**config.mk**
```make
export PLATFORM = sky130hd
export DESIGN_NAME = instr_fetch_unit
export DESIGN_NICKNAME = d
export VERILOG_FILES = /design/src/rtl/riscv_pkg.sv /design/src/rtl/fetch_buffer.sv /design/src/rtl/instr_fetch_unit.sv
export SDC_FILE = /design/constraint.sdc
export NUM_CORES = 1
export LEC_CHECK = 0
export BUFFER_PORTS_ARGS = -buffer_cell sky130_fd_sc_hd__buf_2
export CAP_MARGIN = 10
export CORE_MARGIN = 5
export CORE_UTILIZATION = 54
export DETAILED_ROUTE_END_ITERATION = 8
export GPL_ROUTABILITY_DRIVEN = 0
export PLACE_DENSITY = 0.81
export SLEW_MARGIN = 25
export SYNTH_ARGS = -nofsm -noshare
export SYNTH_HDL_FRONTEND = slang
export SYNTH_SLANG_ARGS = --single-unit
```
**constraint.sdc**
```tcl
create_clock -name Clk -period 4.7 [get_ports Clk]
set_clock_uncertainty 0.15 [all_clocks]
set_input_delay 0.235 -clock Clk [delete_from_list [all_inputs] [get_ports Clk]]
set_output_delay 0.235 -clock Clk [all_outputs]
set_load 0.01 [all_outputs]
```
**src/rtl/riscv_pkg.sv**
```systemverilog
// rtl/riscv_pkg.sv - shared fetch-stage types and constants
package riscv_pkg;

  localparam int XLEN      = 32;
  localparam int BUF_DEPTH = 2;

  localparam logic [XLEN-1:0] PC_INCR = 32'd4;

  typedef enum logic {
    IF_IDLE = 1'b0,
    IF_WAIT = 1'b1
  } if_state_t;

  typedef struct packed {
    logic [XLEN-1:0] instr;
    logic [XLEN-1:0] pc;
    logic            err;
  } fetch_entry_t;

endpackage

```
**src/rtl/fetch_buffer.sv**
```systemverilog
// rtl/fetch_buffer.sv - 2-entry FIFO of fetch entries with clear
module fetch_buffer
  import riscv_pkg::*;
(
  input  logic         clk,
  input  logic         rst_n,
  input  logic         push,
  input  fetch_entry_t push_entry,
  input  logic         pop,
  input  logic         clear,
  output logic [1:0]   count,
  output fetch_entry_t head
);

  fetch_entry_t mem [BUF_DEPTH];
  logic         rd_ptr;
  logic         wr_ptr;
  logic [1:0]   cnt;

  // Storage and pointers; clear empties the queue and wins over push/pop.
  always_ff @(posedge clk or negedge rst_n) begin
    if (!rst_n) begin
      mem[0] <= '0;
      mem[1] <= '0;
      rd_ptr <= 1'b0;
      wr_ptr <= 1'b0;
      cnt    <= 2'd0;
    end else if (clear) begin
      rd_ptr <= 1'b0;
      wr_ptr <= 1'b0;
      cnt    <= 2'd0;
    end else begin
      if (push) begin
        mem[wr_ptr] <= push_entry;
        wr_ptr      <= ~wr_ptr;
      end
      if (pop) begin
        rd_ptr <= ~rd_ptr;
      end
      cnt <= cnt + {1'b0, push} - {1'b0, pop};
    end
  end

  assign count = cnt;
  assign head  = mem[rd_ptr];

endmodule

```
**src/rtl/instr_fetch_unit.sv**
```systemverilog
// rtl/instr_fetch_unit.sv - fetch FSM, next-PC mux and instruction queue
module instr_fetch_unit
  import riscv_pkg::*;
(
  input  logic            Clk,
  input  logic            Reset_N,
  input  logic [XLEN-1:0] Pc_In,
  output logic [XLEN-1:0] Pc_Next,
  input  logic            Branch_Taken,
  input  logic [XLEN-1:0] Branch_Target,
  output logic            Imem_Req,
  output logic [XLEN-1:0] Imem_Addr,
  input  logic            Imem_Ack,
  input  logic [XLEN-1:0] Imem_Rdata,
  output logic            If_Valid,
  output logic [XLEN-1:0] If_Instr,
  output logic [XLEN-1:0] If_Pc,
  output logic            If_Err,
  input  logic            Id_Ready
);

  if_state_t       state;
  if_state_t       state_next;
  logic            drop;
  logic [XLEN-1:0] addr_q;
  logic [1:0]      count;
  fetch_entry_t    head;
  fetch_entry_t    push_entry;
  logic            outstanding;
  logic            acked;
  logic            ack_push;
  logic            pop;
  logic            misaligned;
  logic [2:0]      occupancy;
  logic            room;
  logic            issue;
  logic            issue_mem;
  logic            issue_err;
  logic            push;

  assign outstanding = (state == IF_WAIT);
  assign acked       = outstanding & Imem_Ack;
  assign pop         = If_Valid & Id_Ready;
  assign misaligned  = |Pc_In[1:0];

  // An outstanding, non-dropped request already owns a queue slot whether or
  // not it is acked this cycle, so the queue can never be pushed while full.
  assign occupancy = {1'b0, count} + {2'b0, outstanding & ~drop} - {2'b0, pop};
  assign room      = (occupancy < 3'd2);

  assign ack_push  = acked & ~drop & ~Branch_Taken;
  // A misaligned fault push never shares a cycle with a memory-data push.
  assign issue     = Reset_N & room & ~Branch_Taken & (~outstanding | Imem_Ack)
                   & ~(misaligned & ack_push);
  assign issue_mem = issue & ~misaligned;
  assign issue_err = issue & misaligned;
  assign push      = ack_push | issue_err;

  // State register; reset drops any in-flight request immediately.
  always_ff @(posedge Clk or negedge Reset_N) begin
    if (!Reset_N) begin
      state <= IF_IDLE;
    end else begin
      state <= state_next;
    end
  end

  // Next state, next PC and the entry to enqueue.
  always_comb begin
    state_next = state;
    Pc_Next    = Pc_In;
    push_entry = '{instr: Imem_Rdata, pc: addr_q, err: 1'b0};
    case (state)
      IF_IDLE: if (issue_mem) state_next = IF_WAIT;
      IF_WAIT: if (Imem_Ack) state_next = issue_mem ? IF_WAIT : IF_IDLE;
      default: state_next = IF_IDLE;
    endcase
    if (issue_err) begin
      push_entry = '{instr: '0, pc: Pc_In, err: 1'b1};
    end
    if (!Reset_N) begin
      Pc_Next = Pc_In;
    end else if (Branch_Taken) begin
      Pc_Next = Branch_Target;
    end else if (issue) begin
      Pc_Next = Pc_In + PC_INCR;
    end
  end

  // Request address and the drop flag for a request orphaned by a flush.
  always_ff @(posedge Clk or negedge Reset_N) begin
    if (!Reset_N) begin
      addr_q <= '0;
      drop   <= 1'b0;
    end else begin
      if (issue_mem) begin
        addr_q <= Pc_In;
      end
      if (Branch_Taken && outstanding && !Imem_Ack) begin
        drop <= 1'b1;
      end else if (acked) begin
        drop <= 1'b0;
      end
    end
  end

  fetch_buffer u_fetch_buffer (
    .clk        (Clk),
    .rst_n      (Reset_N),
    .push       (push),
    .push_entry (push_entry),
    .pop        (pop),
    .clear      (Branch_Taken),
    .count      (count),
    .head       (head)
  );

  assign Imem_Req  = outstanding;
  assign Imem_Addr = addr_q;
  assign If_Valid  = (count != 2'd0);
  assign If_Instr  = head.instr;
  assign If_Pc     = head.pc;
  assign If_Err    = head.err;

endmodule
```
---- Yosys cells after proc, flatten, opt, wreduce, memory -nomap -nowiden ----
Cells that the tools add are included.
word-level totals
  logic and storage cells ................. 74
  register bits ........................... 168
  input port bits ......................... 101
operators by class
  bitwise logic cells ..................... 23
  reduce and logical (&&, ||, !) cells .... 10
  muxes and demuxes ....................... 20
  $add $sub $neg .......................... 5
  order comparisons ....................... 4
operator list
  operator                 number
  $mux W65                 5
  $bwmux W130              1
  $mux W32                 3
  $demux W65 S1            1
  $add A32 B3 Y32 const B  1
  $and A1 B1 Y1            12
  $mux W1                  8
  $reduce_bool A2 Y1       4
  $not A1 Y1               7
  $ge A2 B2 Y1 const B     2
  $not A1 Y2               2
  $add A2 B1 Y3            1
  $logic_and A1 B1 Y1      3
  $lt A3 B2 Y1 const B     1
  $sub A3 B1 Y3            1
  $add A2 B1 Y2            1
  $lt A2 B1 Y1 const B     1
  $mux W2                  1
  $or A1 B1 Y1             2
  $pmux W1 S2              1
  $reduce_and A2 Y1        1
  $reduce_or A2 Y1         1
  $sub A2 B1 Y2            1
  $logic_not A1 Y1         1

---- Logic depth before layout (Yosys ltp) ----
  word-level depth ........................ 14
  depth in mapped cells ................... 16
  mapped depth without buffers ............ 14

---- Cells and area by module ----
Synthesis repeated with hierarchy kept, for this count alone.
unflattened totals
  cells, all modules ...................... 717
  area total of the unflattened synthesis .. 8894.8 sq um
by module, submodules not included
  module            area an instance (sq um)  cells each  sequential area each (sq um)  times used
  fetch_buffer      5831.8                    363         3353.2                        1
  instr_fetch_unit  3062.9                    354         850.8                         1

---- Worst setup path after synthesis ----
Ideal clock, no wire load.
  path type ............................... register -> output
  start point ............................. register u_fetch_buffer.cnt[1] (netlist: u_fetch_buffer.count[1])
  end point ............................... output Pc_Next[12]
  data arrival time ....................... 3.173 ns
  required time ........................... 4.315 ns
  setup slack ............................. 1.142 ns
  stages on the path, launching flop included .. 13
  buffers on the path ..................... 0
  path through ............................ dfrtp_1 inv_1 nand2_1 and2_1 ha_1 inv_1 nand3b_1 fa_1 xnor2_1 nand4_4 or4_1 or3_1 a31oi_1
on the way
  word-level cells in the longest chain between the ends .. 11
  elaborated cells between the ends (all ways) .. 12
  classes of those cells .................. 2 x add/sub; 1 x order compare; 3 x mux; 5 x bitwise; 1 x reduce/logical
ends and longest elaborated chain
  element                     line                     source
  from (decl)                 fetch_buffer.sv:18       logic [1:0] cnt;
  from (signal assigned)      fetch_buffer.sv:40       cnt <= cnt + {1'b0, push} - {1'b0, pop};
  $reduce_bool A2 Y1          instr_fetch_unit.sv:120  assign If_Valid = (count != 2'd0);
  net If_Valid                instr_fetch_unit.sv:15   output logic If_Valid,
  $and A1 B1 Y1               instr_fetch_unit.sv:43   assign pop = If_Valid & Id_Ready;
  $sub A3 B1 Y3               instr_fetch_unit.sv:48   assign occupancy = {1'b0, count} + {2'b0, outstanding & ~drop} - {2'b0, pop};
  $lt A3 B2 Y1                instr_fetch_unit.sv:49   assign room = (occupancy < 3'd2);
  $and A1 B1 Y1 (3 in a row)  instr_fetch_unit.sv:53   assign issue = Reset_N & room & ~Branch_Taken & (~outstanding | Imem_Ack)
  $and A1 B1 Y1               instr_fetch_unit.sv:54   & ~(misaligned & ack_push);
  $mux W32                    instr_fetch_unit.sv:85   end else if (issue) begin
  $mux W32                    instr_fetch_unit.sv:83   end else if (Branch_Taken) begin
  $mux W32                    instr_fetch_unit.sv:81   if (!Reset_N) begin
  to (decl)                   instr_fetch_unit.sv:8    output logic [XLEN-1:0] Pc_Next,
The timed path passes the listed nets, and every way through them passes these cells.

---- Worst setup path after layout ----
  start point ............................. register u_fetch_buffer.cnt[1] (netlist: u_fetch_buffer.count[1])
  end point ............................... output Pc_Next[24]
on the way
  word-level cells in the longest chain between the ends .. 11
  elaborated cells between the ends (all ways) .. 12
  classes of those cells .................. 2 x add/sub; 1 x order compare; 3 x mux; 5 x bitwise; 1 x reduce/logical
ends and longest elaborated chain
  element                                                                line
  parallel branches: the longest is 2 deep, another holds $add A2 B1 Y3  -
  $sub A3 B1 Y3 (*)                                                      instr_fetch_unit.sv:48
  $lt A3 B2 Y1 (*)                                                       instr_fetch_unit.sv:49
  $and A1 B1 Y1 (*) (3 in a row)                                         instr_fetch_unit.sv:53
  $and A1 B1 Y1 (*)                                                      instr_fetch_unit.sv:54
  $mux W32 (*)                                                           instr_fetch_unit.sv:85
  $mux W32 (*)                                                           instr_fetch_unit.sv:83
  $mux W32 (*)                                                           instr_fetch_unit.sv:81
Mark *: on every way between the ends.

==> impl_metrics.yaml <==
clock_tree:
  insertion_delay_ns: 0.42
  clockRootBuffer: "clkbuf_16"
  post_cts_buffers: 0
  clock_sinks: 168
  cts_tree: "yes"
  cts_hold_buf: 18
  htreeDepth: 4
  path_clk_slew_ns: 0.06
  cts_made_buffers: 17
  clockBufferDepth: 2
  post_cts_resized: 0
yosys:
  synth_seq_cells: 168
  ys.flop_type: "dfrtp_1"
  synth_cell_type_count: 60
  synth_cells: 747
  ys_warn_count: 0
  async_reset_ff_frac: 1.000
  synth_area_sq_mm: 0.009061
  synth_edf_count: 0
  syn_avg_cell_area_sq_um: 12.13
  synth_area_leader_cell: "dfrtp_1"
  synth.area.top_cells: "dfrtp_1, mux2_2, mux2_4"
  ys_seq_area_frac: 0.4640
  netlist.area_leader.share: 0.4640
  syn_nets: 853
pwr:
  p_leak_nw: 5.326
  p_seq_frac: 0.381
  vdd_ir_drop_max_mv: 0.3053
  p_clk_frac: 0.220
  powerDensity_mw_per_mm2: 589.1
  switching_share: 0.3315
  p_int_mw: 4.403
  p_sw_mw: 2.184
  pwr-share-comb: 0.399
sta:
  tns_ns: 0
  fmax_mhz: 229.1
  finalSetupViolCount: 0
  finalCriticalPeriod_ns: 4.366
  hold_viol: 0
  finalMaxSlewViolations: 0
  rsz0062_at_grt: "no"
  period_share: 0.9288
  holdWs_ns: 0.01788
  slew_headroom: 0.3140
  layout_setup_ws_ns: 0.3345
  tightest_slew_ns: 1.029
global_route:
  grt_max_degree: 67
  grt_pass1_wl_mm: 39.50
  grt_util_all_layers: 0.2517
  overflow: 0
  first_global_vias: 7468
  antenna_found_initial: 1
worst_setup_path:
  reg2reg_slack_ns: 0.72
  required_ns: 4.32
  worst_setup_path_start_kind: "register"
  r2r_cells: 13
  reg2reg_from: "u_fetch_buffer.count[1]"
  crit_fanout: 12
  path_class: "reg -> out"
  crit_path_end_kind: "output pin"
  rr_endpoint: "u_fetch_buffer.mem[95]"
  crit_arrival_ns: 3.98
layout:
  layout_common_cells: "mux2_2, buf_2, dfrtp_1"
  layout.nets: 1082
  drive_gt1_frac: 0.5440
  design_area_sq_mm: 0.01118
  mostFrequentLayoutCell: "mux2_2"
  antenna_cells: 0
  finalNonFillerCells: 1209
  area_growth_pct: 23.39
die:
  die-area_sq_mm: 0.01947
  initial_core_util: 0.5483
  die-width_um: 139.5
  die_h_um: 139.5
  io_pins: 232
  core_area_sq_mm: 0.01652
  rows: 47
detailed_routing:
  via_count: 7024
  final_antenna_net_count: 0
  wire_per_inst_um: 20.19
  drt_iter0_markers: 427
  route.detailed.drc: 0
  first_pass_iters: 7
  wl_mm: 24.41
  vias_per_cell: 5.810
job:
  cap_violations: 0
placement:
  pre_cts_ws_ns: 0.7286
  hpwlAfterDp_mm: 16.52
  place_area_sq_mm: 0.01039
  numPortBuffers: 231
  placed_cells: 1159
hold_path:
  hp-class: "in -> reg"
  hold_path_depth: 3
  min_from: "Imem_Rdata[29]"
  hold_path_end: "u_fetch_buffer.mem[62]"
status:
  outcome: "finished, final reports clean"
==> worst max-delay path by stage <==
stage / startpoint / end
finish: u_fetch_buffer.count[1] / Pc_Next[24]
CTS: u_fetch_buffer.count[1] / Pc_Next[24]
global route: u_fetch_buffer.count[1] / Pc_Next[24]
detailed placement: u_fetch_buffer.count[1] / u_fetch_buffer.mem[30]
global placement: u_fetch_buffer.count[1] / u_fetch_buffer.mem[30]
floorplan: u_fetch_buffer.count[1] / Pc_Next[12]
==> worst max-delay path, cell delays in order (launching register included) <==
cell and delay (ns):
dfrtp_1 0.42, inv_1 0.09, nand2_1 0.06, and2_1 0.17, ha_1 0.27, inv_1 0.09, nand3b_1 0.10, fa_1 0.39
xnor2_1 0.29, and4_1 0.55, nand3_1 0.33, or4_1 0.48, a31oi_1 0.17, buf_2 0.15
==> metal layers <==
metal | track usage | wire length [um] | vias up
li1 | - | - | 3200
met1 | 0.3356 | 10530 | 3525
met2 | 0.4097 | 11860 | 251
met3 | 0.05146 | 1444 | 46
met4 | 0.09281 | 565 | 2
met5 | 0 | 7 | -
==> sequential cells by signal, summed over array words and instances (netlist names) <==
name / cells
u_fetch_buffer.mem: 130
u_fetch_buffer.count: 2
u_fetch_buffer.rd_ptr: 1
u_fetch_buffer.wr_ptr: 1
Imem_Req: 1
drop: 1
Imem_Addr: 32
==> stage by stage <==
step | total power [mW] | util
floorplan | 4.184 | -
global placement | 5.053 | 0.6289
detailed placement | 5.146 | 0.6289
CTS | 6.637 | 0.6766
global route | 6.996 | 0.6766
finish | 6.587 | 0.6766
==> layout make-up <==
type	count	area, sq um
Sequential cell	168	4208
Multi-Input combinational cell	517	4596
Inverter	13	48.80
Fill cell	1257	5344
Clock inverter	14	168.9
Clock buffer	18	439.2
Timing Repair Buffer	259	1445
Tap cell	220	275.3
==> cells by family (layout without fill, tap and decap cells) <==
logic type / Yosys count / count (layout) / share of synthesized area
muxes: 255 / 255 / 0.3231
AOI/OAI and AO/OA: 80 / 80 / 0.06269
DFF: 168 / 168 / 0.4640
and+or+nand+nor: 169 / 169 / 0.1045
xor gates and xnor gates: 8 / 8 / 0.007733
buffers and inverters: 62 / 304 / 0.03024
adders and majority gates: 5 / 5 / 0.007733
==> cell usage after synthesis (all sizes together) (5+ instances only) <==
| cell type | number |
|---|---|
| o22ai | 16 |
| nor3 | 9 |
| mux2 | 255 |
| or4 | 7 |
| a311oi | 5 |
| o21ai | 10 |
| or3 | 6 |
| dfrtp | 168 |
| nand4 | 12 |
| nand2 | 28 |
| a21oi | 7 |
| buf | 16 |
| a22oi | 5 |
| and2 | 34 |
| xnor2 | 6 |
| nor4 | 7 |
| a31oi | 6 |
| inv | 13 |
| nand3 | 20 |
| clkbuf | 33 |
| nor2 | 27 |
==> power groups by stage <==
stage	registers (mW)	logic, mW	clock network (mW)
6_report	2.51	2.63	1.45
5_1_grt	2.60	2.86	1.54
4_1_cts	2.51	2.65	1.48
3_5_place_dp	2.53	2.62	0
3_3_place_gp	2.49	2.56	0
2_1_floorplan	2.42	1.77	0
No activity file was read; power rests on OpenSTA's default activity.
